File: src/rtl/obi_mem_arbiter.sv
// rtl/obi_mem_arbiter.sv - two-master OBI memory port arbiter with in-order response routing
//
// Shares one OBI memory port between the instruction fetcher (master 0) and
// the load/store unit (master 1).
//   CLK, RSTn              : clock, synchronous active-low reset
//   m0_req/addr/gnt        : fetch address phase (read-only master)
//   m0_rvalid/rdata        : fetch response phase
//   m1_req/we/be/addr/wdata: load/store address phase
//   m1_gnt                 : load/store address phase accepted
//   m1_rvalid/rdata        : load/store response phase (reads and writes)
//   mem_req/we/be/addr/wdata, mem_gnt : shared memory address phase
//   mem_rvalid/rdata       : shared memory response phase
//   outst_cnt              : accepted-but-unanswered transaction count
//   err                    : sticky, response seen with no transaction outstanding

module obi_mem_arbiter #(
  parameter int ADDR_W    = 32,
  parameter int DATA_W    = 32,
  parameter int MAX_OUTST = 2
) (
  input  logic                           CLK,
  input  logic                           RSTn,
  input  logic                           m0_req,
  input  logic [ADDR_W-1:0]              m0_addr,
  output logic                           m0_gnt,
  output logic                           m0_rvalid,
  output logic [DATA_W-1:0]              m0_rdata,
  input  logic                           m1_req,
  input  logic                           m1_we,
  input  logic [DATA_W/8-1:0]            m1_be,
  input  logic [ADDR_W-1:0]              m1_addr,
  input  logic [DATA_W-1:0]              m1_wdata,
  output logic                           m1_gnt,
  output logic                           m1_rvalid,
  output logic [DATA_W-1:0]              m1_rdata,
  output logic                           mem_req,
  output logic                           mem_we,
  output logic [DATA_W/8-1:0]            mem_be,
  output logic [ADDR_W-1:0]              mem_addr,
  output logic [DATA_W-1:0]              mem_wdata,
  input  logic                           mem_gnt,
  input  logic                           mem_rvalid,
  input  logic [DATA_W-1:0]              mem_rdata,
  output logic [$clog2(MAX_OUTST+1)-1:0] outst_cnt,
  output logic                           err
);

  localparam int CNT_W = $clog2(MAX_OUTST + 1);
  localparam int PTR_W = (MAX_OUTST > 1) ? $clog2(MAX_OUTST) : 1;
  localparam int BE_W  = DATA_W / 8;

  typedef enum logic {
    ARB  = 1'b0,
    LOCK = 1'b1
  } state_e;

  state_e             state_q, state_d;
  logic               locked_sel_q, locked_sel_d;
  logic               last_winner_q, last_winner_d;
  logic               err_q, err_d;
  logic [CNT_W-1:0]   cnt_q, cnt_d;
  logic [PTR_W-1:0]   wr_ptr_q, wr_ptr_d;
  logic [PTR_W-1:0]   rd_ptr_q, rd_ptr_d;
  // One-bit master ID per FIFO slot.
  logic [MAX_OUTST-1:0] id_q, id_d;

  logic winner;
  logic win_req;
  logic stall;
  logic req_int;
  logic accept;
  logic fifo_empty;
  logic head;
  logic pop;

  // Pointers wrap explicitly so non-power-of-two-free widths (depth 1) still work.
  function automatic logic [PTR_W-1:0] ptr_inc(input logic [PTR_W-1:0] p);
    return (p == PTR_W'(MAX_OUTST - 1)) ? '0 : p + PTR_W'(1);
  endfunction

  // Winner selection: in LOCK the held address phase must not change, so the
  // other master is ignored until the memory accepts it.
  always_comb begin
    winner = 1'b0;
    if (state_q == LOCK) begin
      winner = locked_sel_q;
    end else if (m0_req && m1_req) begin
      winner = ~last_winner_q;
    end else begin
      winner = m1_req;
    end
  end

  assign win_req    = winner ? m1_req : m0_req;
  // No bypass: a response arriving in a full cycle does not free a slot until
  // the next cycle.
  assign stall      = (cnt_q == CNT_W'(MAX_OUTST));
  assign req_int    = win_req & ~stall;
  assign accept     = req_int & mem_gnt;
  assign fifo_empty = (cnt_q == '0);
  assign head       = id_q[rd_ptr_q];
  assign pop        = mem_rvalid & ~fifo_empty;

  always_comb begin
    state_d       = state_q;
    locked_sel_d  = locked_sel_q;
    last_winner_d = last_winner_q;
    err_d         = err_q;
    cnt_d         = cnt_q;
    wr_ptr_d      = wr_ptr_q;
    rd_ptr_d      = rd_ptr_q;
    id_d          = id_q;

    case (state_q)
      ARB: begin
        if (req_int && !mem_gnt) begin
          state_d      = LOCK;
          locked_sel_d = winner;
        end
      end
      LOCK: begin
        // A stalled cycle cannot be accepted, so the lock persists through it.
        if (accept) begin
          state_d = ARB;
        end
      end
      default: state_d = ARB;
    endcase

    if (accept) begin
      last_winner_d    = winner;
      id_d[wr_ptr_q]   = winner;
      wr_ptr_d         = ptr_inc(wr_ptr_q);
    end

    if (pop) begin
      rd_ptr_d = ptr_inc(rd_ptr_q);
    end

    case ({accept, pop})
      2'b10:   cnt_d = cnt_q + CNT_W'(1);
      2'b01:   cnt_d = cnt_q - CNT_W'(1);
      default: cnt_d = cnt_q;
    endcase

    if (mem_rvalid && fifo_empty) begin
      err_d = 1'b1;
    end
  end

  always_ff @(posedge CLK) begin
    if (!RSTn) begin
      state_q       <= ARB;
      locked_sel_q  <= 1'b0;
      last_winner_q <= 1'b1;
      err_q         <= 1'b0;
      cnt_q         <= '0;
      wr_ptr_q      <= '0;
      rd_ptr_q      <= '0;
      id_q          <= '0;
    end else begin
      state_q       <= state_d;
      locked_sel_q  <= locked_sel_d;
      last_winner_q <= last_winner_d;
      err_q         <= err_d;
      cnt_q         <= cnt_d;
      wr_ptr_q      <= wr_ptr_d;
      rd_ptr_q      <= rd_ptr_d;
      id_q          <= id_d;
    end
  end

  // Every output is forced low while reset is asserted, including the
  // combinational pass-through paths.
  always_comb begin
    mem_req   = 1'b0;
    mem_we    = 1'b0;
    mem_be    = '0;
    mem_addr  = '0;
    mem_wdata = '0;
    m0_gnt    = 1'b0;
    m1_gnt    = 1'b0;
    m0_rvalid = 1'b0;
    m1_rvalid = 1'b0;
    m0_rdata  = '0;
    m1_rdata  = '0;
    outst_cnt = '0;
    err       = 1'b0;
    if (RSTn) begin
      mem_req = req_int;
      if (winner) begin
        mem_we    = m1_we;
        mem_be    = m1_be;
        mem_addr  = m1_addr;
        mem_wdata = m1_wdata;
      end else begin
        mem_we    = 1'b0;
        mem_be    = {BE_W{1'b1}};
        mem_addr  = m0_addr;
        mem_wdata = '0;
      end
      m0_gnt    = accept & ~winner;
      m1_gnt    = accept & winner;
      m0_rvalid = pop & ~head;
      m1_rvalid = pop & head;
      m0_rdata  = mem_rdata;
      m1_rdata  = mem_rdata;
      outst_cnt = cnt_q;
      err       = err_q;
    end
  end

endmodule

File: config.mk
export PLATFORM = sky130hd
export DESIGN_NAME = obi_mem_arbiter
export DESIGN_NICKNAME = d
export VERILOG_FILES = /design/src/rtl/obi_mem_arbiter.sv
export SDC_FILE = /design/constraint.sdc
export NUM_CORES = 1
export LEC_CHECK = 0
export BUFFER_PORTS_ARGS = -buffer_cell sky130_fd_sc_hd__buf_2
export CAP_MARGIN = 20
export CORE_AREA = 2 2 107 109
export DETAILED_ROUTE_END_ITERATION = 12
export DIE_AREA = 0 0 109 111
export PLACE_DENSITY = 0.53
export RECOVER_POWER = 100
export SLEW_MARGIN = 40
export SYNTH_ARGS = -nofsm -noshare
export SYNTH_HDL_FRONTEND = slang
export SYNTH_SLANG_ARGS = --single-unit
File: constraint.sdc
create_clock -name CLK -period 1.7 [get_ports CLK]
set_clock_uncertainty 0.05 [all_clocks]
set_input_delay 0.085 -clock CLK [delete_from_list [all_inputs] [get_ports CLK]]
set_output_delay 0.085 -clock CLK [all_outputs]
set_load 0.005 [all_outputs]
Word-level counts from Yosys, hierarchy flattened. Index checks and enable logic that the tools add are counted.

Flip-flop bits (word level): 10. Bits of input ports: 139. Output and inout bits: 141.

$add $sub $neg: 4. Magnitude comparators: 3. Equal/unequal tests: 3. Multiplexer cells: 30. Bitwise gates (word level): 13. Reduce and logical (&&, ||, !) cells: 8.

Operators by type and width (count): 32-bit two-way mux (5); 1-bit two-way mux (18); 4-bit two-way mux (2); 1-bit AND (7); 1-bit inverter (6); 2-bit equality test (second input constant) (2); 1-bit logical AND (4); 1-bit by 2-bit less-than comparator with 1-bit output (second input constant) (2); 2-bit one-hot mux with 2 select lines (1); 1-bit adder (second input constant) (2); 2-bit by 1-bit adder with 2-bit output (second input constant) (1); 2-bit bitwise mux (1); 2-bit by 1-bit equality test with 1-bit output (second input constant) (1); 2-bit zero test (1); 2-bit two-way mux (1); 1-bit one-hot mux with 2 select lines (1); 2-bit AND reduction (1); 2-bit nonzero test (1); 2-bit by 1-bit subtractor with 2-bit output (second input constant) (1); 1-bit demux with 1-bit select (1); 1-bit >= comparator (second input constant) (1); 1-bit zero test (1).

Longest topological paths before layout. Gate-level depths: netlist (run 1).

Depth in word-level cells: 8. Mapped depth: 6.

Least setup slack after synthesis (run 1). Ideal clock, no wire load.

Path kind: register to register. From: reg with a tool-made name. To: reg wr_ptr_q. Arrival time: 1233 ps. Required time: 1522 ps. Slack: 289 ps. Stages on the path, launching flop included: 6. Path through: dfxtp_1 or3b_1 o2111ai_2 buf_6 xnor2_1 nor2_1.

RTL lines: end signal: assignment (RTL line 167) `wr_ptr_q <= wr_ptr_d;`; end: declaration (RTL line 62) `logic [PTR_W-1:0] wr_ptr_q, wr_ptr_d;`.

==> results of run 1 <==
-- cell type report --
type	count	share of cell area, %
Timing Repair Buffer	292	48.3
Multi-Input combinational cell	218	37.0
Tap cell	143	5.40
Inverter	3	0.340
Clock buffer	4	2.68
Sequential cell	10	6.23
-- sequential cells by signal, summed over array words and instances, names as in the netlist, named ones only --
name	cells
cnt_q	2
wr_ptr_q	1
last_winner_q	1
locked_sel_q	1
id_q	2
err_q	1
rd_ptr_q	1
-- cells in the final DEF (no fill, tap or decap), drive strengths merged, types with 2 or more instances in the layout --
cell type	Yosys	final
and2	36	36
buf	41	257
xnor2	2	2
xor2	2	2
nand2	69	69
nor4	2	2
mux2i	2	2
o31ai	2	2
clkbuf	14	39
nor2	17	17
nor2b	4	4
a21oi	34	34
and3	33	33
inv	3	3
o211ai	4	4
nor3	2	2
dfxtp	10	10
-- cell families after synthesis --
| logic type | count (synthesis) |
|---|---|
| AO/OA/AOI/OAI | 46 |
| XOR/XNOR | 4 |
| buffers and inverters | 58 |
| flip-flops | 10 |
| multiplexers | 2 |
| AND/OR/NAND/NOR | 166 |
-- power groups by stage --
stage	clock, uW	sequential, uW	combinational (uW)
floorplan	0	296	449
global placement	0	301	807
detailed placement	0	304	814
CTS	476	305	846
global route	486	313	1020
finish	466	308	917
-- worst register-to-register path, cell delays in order, from the launching register on --
cell	delay, ns
dfxtp_4	0.39
or3b_4	0.41
o2111ai_4	0.11
buf_12	0.16
xnor2_1	0.11
nor2_1	0.05
-- per-layer routing --
layer  track usage, %  vias to the layer above  part of all wire (%)
li1                 -                     1394                     -
met1             14.3                     1265                    40
met2             22.5                      188                    51
met3             1.06                        8                   8.1
met4             2.14                        0                  0.91
met5                0                        -                     0
-- worst min path at each step --
stage	to	slack, ns	cells past startpoint
floorplan	cnt_q[1]$_SDFFE_PN0P_	0.13	1
global placement	cnt_q[1]$_SDFFE_PN0P_	0.31	2
detailed placement	cnt_q[1]$_SDFFE_PN0P_	0.31	2
CTS	cnt_q[1]$_SDFFE_PN0P_	0.07	2
global route	cnt_q[1]$_SDFFE_PN0P_	0.08	2
finish	cnt_q[1]$_SDFFE_PN0P_	0.06	2
-- what timing repair did --
item	4_1_cts	5_1_grt
gates cloned	1	4
resized for setup	7	13
buffers inserted	0	1
endpoints found under the setup margin	62	41
pin swaps	0	8
-- stage by stage --
stage / total power [uW] / setup TNS (ns) / cell area (um^2) / cells / hold WS (ns)
5_1_grt: 1820 / -0.0518 / 3310 / 670 / 0.0794
3_3_place_gp: 1110 / 0 / 3050 / 660 / 0.314
2_1_floorplan: 745 / 0 / 1720 / 286 / 0.130
6_report: 1690 / 0 / 3310 / 670 / 0.0645
3_5_place_dp: 1120 / 0 / 3050 / 660 / 0.315
4_1_cts: 1630 / -0.00462 / 3200 / 665 / 0.0671
==> impl_metrics.json, run 1 <==
{
  "gr-total-overflow": 0,
  "dr.first_iter.drc_count": 99,
  "core-area_um2": 11100,
  "hold_viol_final": 0,
  "synth.area.top_cells": "buf_4 (15%), nand2_1 (15%), and2_1 (13%)",
  "min_period_over_period_pct": 96.7,
  "cpLargestDelayFamily": "buffers and inverters",
  "antenna_found_initial": 0,
  "routed_wl_um": 8550,
  "ir_drop_mv": 0.331,
  "avgSynthCellArea_um2": 6.02,
  "r2r_slack_ns": 0.28,
  "drive_gt1_share_pct": 54.5,
  "clockRootBuffer": "clkbuf_16",
  "rsz0062_at_grt": "yes",
  "synth_nets": 425,
  "synth_most_common_cell": "nand2_1",
  "min_path_type": "in2reg",
  "vias": 2855,
  "tightest_slew_ns": 0.576,
  "first_pass_iters": 4,
  "critPathRequiredTime_ns": 1.56,
  "cap_viol_max_count": 0,
  "cts_max_path_buffers": 2,
  "slowest_delay_ns": 0.39,
  "final_nets": 667,
  "synthFlopType": "dfxtp_1",
  "synthMuxAreaShare_pct": 1.16,
  "synth_common_cells": "nand2_1 (69), and2_1 (36), buf_4 (35), a21oi_1 (34), and3_1 (33)",
  "fin_ws_ns": 0.0559,
  "cpMaxStageDelayCell": "dfxtp_4",
  "syn_to_final_growth_pct": 92.3,
  "synthCells": 286,
  "drtAntennaViolNets": 0,
  "clk_latency_ns": 0.24,
  "leakagePower_uw": 0.00198,
  "hpwl_um": 6340,
  "end_kind": "primary output",
  "clkTransAtPathRegs_ns": 0.04,
  "yosys_warnings": 0,
  "crit_path_start_kind": "register",
  "die_h_um": 111,
  "reg2reg_depth": 5,
  "cts_buffers": 3,
  "fillers": 1233,
  "worstSetupPathType": "reg2out",
  "cp_cell_sequence": "nor2b_4, a22oi_2, buf_6, clkbuf_16, nand2_1, a21oi_1, buf_2",
  "worstPathArrival_ns": 1.51,
  "synth_top_area_share_pct": 15.3,
  "initial_core_util_pct": 15.6,
  "cts.sinks": 10,
  "htree_levels": 1,
  "synthAdderAreaFrac_pct": 0,
  "multiInputGateArea_um2": 1230,
  "cts_tree": "done",
  "synth_cell_type_count": 30,
  "p_sw_share_pct": 34.7,
  "syn_area_um2": 1720,
  "pre_cts_ws_ns": 0.0709,
  "die_w_um": 109,
  "yosysSeqAreaShare_pct": 11.6,
  "row_count": 39,
  "regArea_um2": 206,
  "vias_per_cell": 4.26,
  "maxSlewHeadroom_pct": 61.6,
  "max_freq_ghz": 0.608,
  "p_sw_uw": 586,
  "ys_async_sr_fraction_pct": 0,
  "min_from": "mem_rvalid",
  "gp_congestion": 0.833,
  "setup_viol": 0,
  "grt_max_degree": 45,
  "synth_xor_area_share_pct": 2.03,
  "clkPwrFrac_pct": 27.6,
  "r2r-end": "wr_ptr_q$_SDFFE_PN0P_",
  "grt_pass1_wl_um": 11700,
  "io_buffers": 279,
  "critPathBufInv": 3,
  "grt_pass1_vias": 2510,
  "synth-compound-area-share_pct": 16.2,
  "slew_violations": 0,
  "cp-endpoint": "mem_addr[11]",
  "hold_buffers": 0,
  "cp.depth": 7,
  "grtUsageTotal_pct": 11.9,
  "synth-simple-area-share_pct": 48.0,
  "cp_max_fo": 18,
  "powerDensity_nw_per_um2": 510,
  "p_comb_share_pct": 54.2,
  "drc": 0,
  "routedWlPerCell_um": 12.8,
  "synth_seq_cells": 10,
  "internal_power_uw": 1100,
  "synth_top_family_by_area": "simple AND/OR/NAND/NOR gates",
  "diodes": 0,
  "fp.dieArea_um2": 12100,
  "io_pins": 280,
  "final_util_pct": 29.9,
  "min_period_ns": 1.64,
  "p_seq_share_pct": 18.2,
  "status": "finished, final reports clean",
  "synth_area_leader_cell": "buf_4",
  "synth_edf_count": 0
}
Note: power is estimated with default switching activity, not from simulation.
==> inputs of run 2 (changes only) <==
--- a/config.mk
+++ b/config.mk
@@ -10,7 +10,7 @@
 export CORE_AREA = 2 2 107 109
 export DETAILED_ROUTE_END_ITERATION = 12
 export DIE_AREA = 0 0 109 111
-export PLACE_DENSITY = 0.53
+export PLACE_DENSITY = 0.48
 export RECOVER_POWER = 100
 export SLEW_MARGIN = 40
 export SYNTH_ARGS = -nofsm -noshare
==> run 2 against run 1 <==
  * Design area down 2.8%
  * Hold slack gained 0.0094 ns
  * Highest routed layer unchanged
  * Register-to-register slack lost 0.05 ns
  * Clock power about the same
  * Routed wire length down 7.5%
  * Largest cell class unchanged
  * Utilization is 0.84 points lower
  * Fmax down 2.2%
  * Cell count unchanged
  * Sequential share of layout area increased by 0.14 points
  * First-iteration DRC count grew 18%
  * Critical path depth shrank 1
  * Via count shrank 1.2%
  * Critical endpoint is now mem_wdata[17]
==> impl_metrics.json, run 2 (same netlist as run 1, synthesis figures left out) <==
{
  "routed_wl_um": 7910,
  "grt_pass1_vias": 2601,
  "tightest_slew_ns": 0.401,
  "holdPathEnd": "cnt_q[1]$_SDFFE_PN0P_",
  "io_pins": 280,
  "grtUsageTotal_pct": 11.4,
  "clk_latency_ns": 0.24,
  "reg_top3": "cnt_q (2), id_q (2)",
  "io_buffers": 279,
  "ir_drop_mv": 0.382,
  "finalNonFillerCells": 670,
  "tns_ns": 0,
  "end_kind": "primary output",
  "vias_per_cell": 4.21,
  "drc": 0,
  "die_w_um": 109,
  "grt_max_degree": 44,
  "min_period_over_period_pct": 98.9,
  "cts_tree": "done",
  "row_count": 39,
  "drive_gt1_share_pct": 52.8,
  "pre_cts_ws_ns": 0.137,
  "hold_buffers": 0,
  "hold_viol_final": 0,
  "initial_core_util_pct": 15.6,
  "clkTransAtPathRegs_ns": 0.04,
  "dp_cells": 664,
  "dpl_cell_area_um2": 3080,
  "power_uw": 1630,
  "r2r_slack_ns": 0.23,
  "diodes": 0,
  "cts_max_path_buffers": 2,
  "powerDensity_nw_per_um2": 506,
  "critPathRequiredTime_ns": 1.56,
  "slew_violations": 0,
  "cap_viol_max_count": 0,
  "clockRootBuffer": "clkbuf_16",
  "first_pass_iters": 4,
  "fin_ws_ns": 0.0189,
  "dr.first_iter.drc_count": 117,
  "worstSetupPathType": "reg2out",
  "layout_commonest_cell": "buf_2",
  "min_path_type": "in2reg",
  "gp_congestion": 0.770,
  "die_h_um": 111,
  "htree_levels": 1,
  "max_freq_ghz": 0.595,
  "min_period_ns": 1.68,
  "grt_pass1_wl_um": 11500,
  "crit_path_start_kind": "register",
  "worstPathArrival_ns": 1.55,
  "drtAntennaViolNets": 0,
  "cts.sinks": 10,
  "hpwl_um": 6420,
  "antenna_found_initial": 0,
  "syn_to_final_growth_pct": 86.9,
  "setup_viol": 0,
  "gr-total-overflow": 0,
  "final_nets": 667,
  "r2r-end": "cnt_q[1]$_SDFFE_PN0P_",
  "min_from": "mem_rvalid",
  "maxSlewHeadroom_pct": 73.3,
  "whs_path_depth": 2,
  "cp_max_fo": 21,
  "leakagePower_uw": 0.00194,
  "vias": 2822,
  "reg2reg_depth": 4,
  "fp.dieArea_um2": 12100,
  "routedWlPerCell_um": 11.8,
  "core-area_um2": 11100,
  "fin_area_um2": 3220,
  "status": "finished, final reports clean",
  "cts_buffers": 3,
  "layout_common_cells": "buf_2 (248), nand2_1 (68), a21oi_1 (34)",
  "rsz0062_at_grt": "yes"
}
run 2: cell count changes in the layout (fill, tap and decap cells not counted), moves of 2 or more:
cell | before | now
a21oi_1 | 28 | 34
a21oi_2 | 6 | 0
clkbuf_1 | 28 | 30
clkbuf_16 | 7 | 4
clkbuf_2 | 3 | 5
run 2: repair_timing:
| action | CTS | global route |
|---|---|---|
| gates cloned | 0 | 1 |
| endpoints found under the setup margin | 20 | 23 |
| pin swaps | 1 | 2 |
| resized for setup | 3 | 10 |
| setup buffers | 0 | 1 |
run 2: worst max path at each step:
stage	start	end	cells past startpoint
after floorplan	register	wr_ptr_q$_SDFFE_PN0P_	5
after global placement	register	wr_ptr_q$_SDFFE_PN0P_	5
after detailed placement	register	wr_ptr_q$_SDFFE_PN0P_	5
after CTS	register	m0_gnt	5
after global routing	register	mem_wdata[26]	6
final	register	mem_wdata[17]	6
run 2: where the power goes:
part	internal (uW)	switching, uW
Clock	354	112
Combinational	450	420
Sequential	267	26.8
run 2: final cells by class:
type,count,area [um^2]
well taps,143,179
flip-flops and latches,10,205
multi-input cells,218,1200
fillers,1285,7860
repair buffers,292,1530
inverters,3,11.3
clock buffers,4,88.8
run 2: routing by layer:
| layer | up-vias | track usage, % | share of wire (%) |
|---|---|---|---|
| met5 | - | 0 | 0 |
| met4 | 0 | 2.05 | 1.0 |
| met3 | 8 | 2.12 | 9.8 |
| met2 | 165 | 22.3 | 52 |
| met1 | 1258 | 12.4 | 37 |
| li1 | 1391 | - | - |
run 2: worst max-delay path: stages, from the launching register on:
cell	delay, ns
dfxtp_4	0.40
nor2b_4	0.06
a22o_4	0.25
buf_12	0.13
clkbuf_16	0.16
and3_1	0.18
buf_2	0.12
run 2: metrics by stage:
step,hold slack [ns],util (%)
6_report,0.0739,29.1
5_1_grt,0.0917,29.1
4_1_cts,0.0732,28.8
3_5_place_dp,0.322,27.8
3_3_place_gp,0.311,27.8
2_1_floorplan,0.130,-
==> inputs of run 3 (changes only) <==
--- a/config.mk
+++ b/config.mk
@@ -12,6 +12,7 @@
 export DIE_AREA = 0 0 109 111
 export PLACE_DENSITY = 0.48
 export RECOVER_POWER = 100
+export SETUP_SLACK_MARGIN = 0.3
 export SLEW_MARGIN = 40
 export SYNTH_ARGS = -nofsm -noshare
 export SYNTH_HDL_FRONTEND = slang
==> run 3 against run 2 <==
  * Total power increased by 12%
  * Combinational power increased by 23%
  * Non-clock buffer count increased by 12
  * First-iteration DRC count decreased by 20%
  * Cell count increased by 1.9%
  * Utilization increased by 3.6 points
  * Via count increased by 3.4%
  * Design area increased by 12%
  * Sequential power about the same
  * Count of clock-buffer cells in the layout unchanged
==> impl_metrics.json, run 3 (same netlist as run 1, synthesis figures left out) <==
{
  "internal_power_uw": 1170,
  "first_pass_iters": 4,
  "antenna_found_initial": 1,
  "grt_pass1_wl_um": 12600,
  "critPathRequiredTime_ns": 1.56,
  "dr.max_layer_used": "met4",
  "io_buffers": 279,
  "routed_wl_um": 9280,
  "maxSlewHeadroom_pct": 69.0,
  "cts_tree": "done",
  "clockRootBuffer": "clkbuf_16",
  "max_freq_ghz": 0.612,
  "htree_levels": 1,
  "dp_cells": 661,
  "wl_met1_um": 3420,
  "setup_viol": 0,
  "clkPwrFrac_pct": 25.4,
  "vias_per_cell": 4.27,
  "tightest_slew_ns": 0.465,
  "row_count": 39,
  "layout_common_cells": "buf_2 (209), clkbuf_1 (50), nand2_1 (47)",
  "drc": 0,
  "min_period_ns": 1.63,
  "final_nets": 679,
  "p_sw_share_pct": 35.8,
  "syn_to_final_growth_pct": 110,
  "crit_path_start_kind": "register",
  "grtUsageTotal_pct": 13.0,
  "fp.dieArea_um2": 12100,
  "clkTransAtPathRegs_ns": 0.04,
  "leakagePower_uw": 0.00199,
  "status": "finished, final reports clean",
  "layout_commonest_cell": "buf_2",
  "worstPathArrival_ns": 1.50,
  "dr.first_iter.drc_count": 94,
  "route.met3.wl_um": 778,
  "die_h_um": 111,
  "initial_core_util_pct": 15.6,
  "worstSetupPathType": "reg2out",
  "fillers": 1209,
  "tns_ns": 0,
  "io_pins": 280,
  "finalNonFillerCells": 683,
  "gp_congestion": 0.766,
  "p_comb_share_pct": 58.4,
  "end_kind": "primary output",
  "clk_latency_ns": 0.24,
  "cap_viol_max_count": 0,
  "powerDensity_nw_per_um2": 505,
  "hpwl_um": 6520,
  "gr-total-overflow": 0,
  "die_w_um": 109,
  "reg_top3": "cnt_q (2), id_q (2)",
  "min_period_over_period_pct": 96.1,
  "wl_met2_um": 4880,
  "hold_viol_final": 0,
  "hold_buffers": 0,
  "p_sw_uw": 654,
  "vias": 2917,
  "drive_gt1_share_pct": 59.6,
  "cp_max_fo": 14,
  "cts_max_path_buffers": 2,
  "grt_max_degree": 55,
  "grt_pass1_vias": 2646,
  "rsz0062_at_grt": "yes",
  "cts.sinks": 10,
  "core-area_um2": 11100,
  "cts_buffers": 3,
  "min_path_type": "in2reg",
  "slew_violations": 0,
  "routedWlPerCell_um": 13.6,
  "drtAntennaViolNets": 0,
  "p_seq_share_pct": 16.2,
  "ir_drop_mv": 0.313
}
run 3: worst paths after layout:
| path | from | to | slack, ns | cells past startpoint |
|---|---|---|---|---|
| hold / removal | mem_rvalid | cnt_q[1]$_SDFFE_PN0P_ | 0.06 | 2 |
| hold reg to reg | wr_ptr_q$_SDFFE_PN0P_ | id_q[0]$_SDFFE_PN0P_ | 0.42 | 1 |
| setup / recovery | register | mem_wdata[2] | 0.07 | 5 |
| setup reg to reg | register | id_q[0]$_SDFFE_PN0P_ | 0.10 | 7 |
run 3: power by group through the flow:
stage | clock network [uW] | registers [uW] | logic, uW
6_report | 464 | 296 | 1070
5_1_grt | 495 | 300 | 1170
3_3_place_gp | 0 | 292 | 838
2_1_floorplan | 0 | 296 | 449
4_1_cts | 475 | 295 | 950
3_5_place_dp | 0 | 295 | 838
run 3: worst max-delay path, cell delays in order, from the launching register on:
cell,delay [ns]
dfxtp_4,0.37
nor2b_4,0.14
a22o_4,0.19
buf_6,0.20
and3_1,0.18
clkbuf_1,0.19
run 3: through the flow:
step	setup WS, ns	hold WS [ns]	power (uW)	util, %	instance area (um^2)
after floorplan	0.333	0.130	745	-	1720
after global placement	0.206	0.305	1130	27.5	3050
after detailed placement	0.213	0.313	1130	27.5	3050
after CTS	0.0536	0.0586	1720	30.2	3340
after global routing	0.00542	0.0671	1970	32.6	3610
final	0.0671	0.0609	1830	32.6	3610
run 3: layout make-up:
type	count	area, um^2	area share (%)
timing repair buffer	304	1720	47.6
multi-input combinational	218	1410	38.9
sequential	10	208	5.75
tap	143	179	4.95
clock buffer	4	88.8	2.46
inverter	3	11.3	0.312
antenna	1	2.50	0.0692
run 3: timing repair:
action	CTS	global route
cloned	2	5
pin swaps	2	10
gates resized for setup	27	75
endpoints found under the setup margin	79	143
setup buffers	8	2
run 3: metal layers:
metal / track usage [%] / vias up
li1: - / 1421
met1: 13.8 / 1310
met2: 25.2 / 176
met3: 2.35 / 10
met4: 4.02 / 0
met5: 0 / -
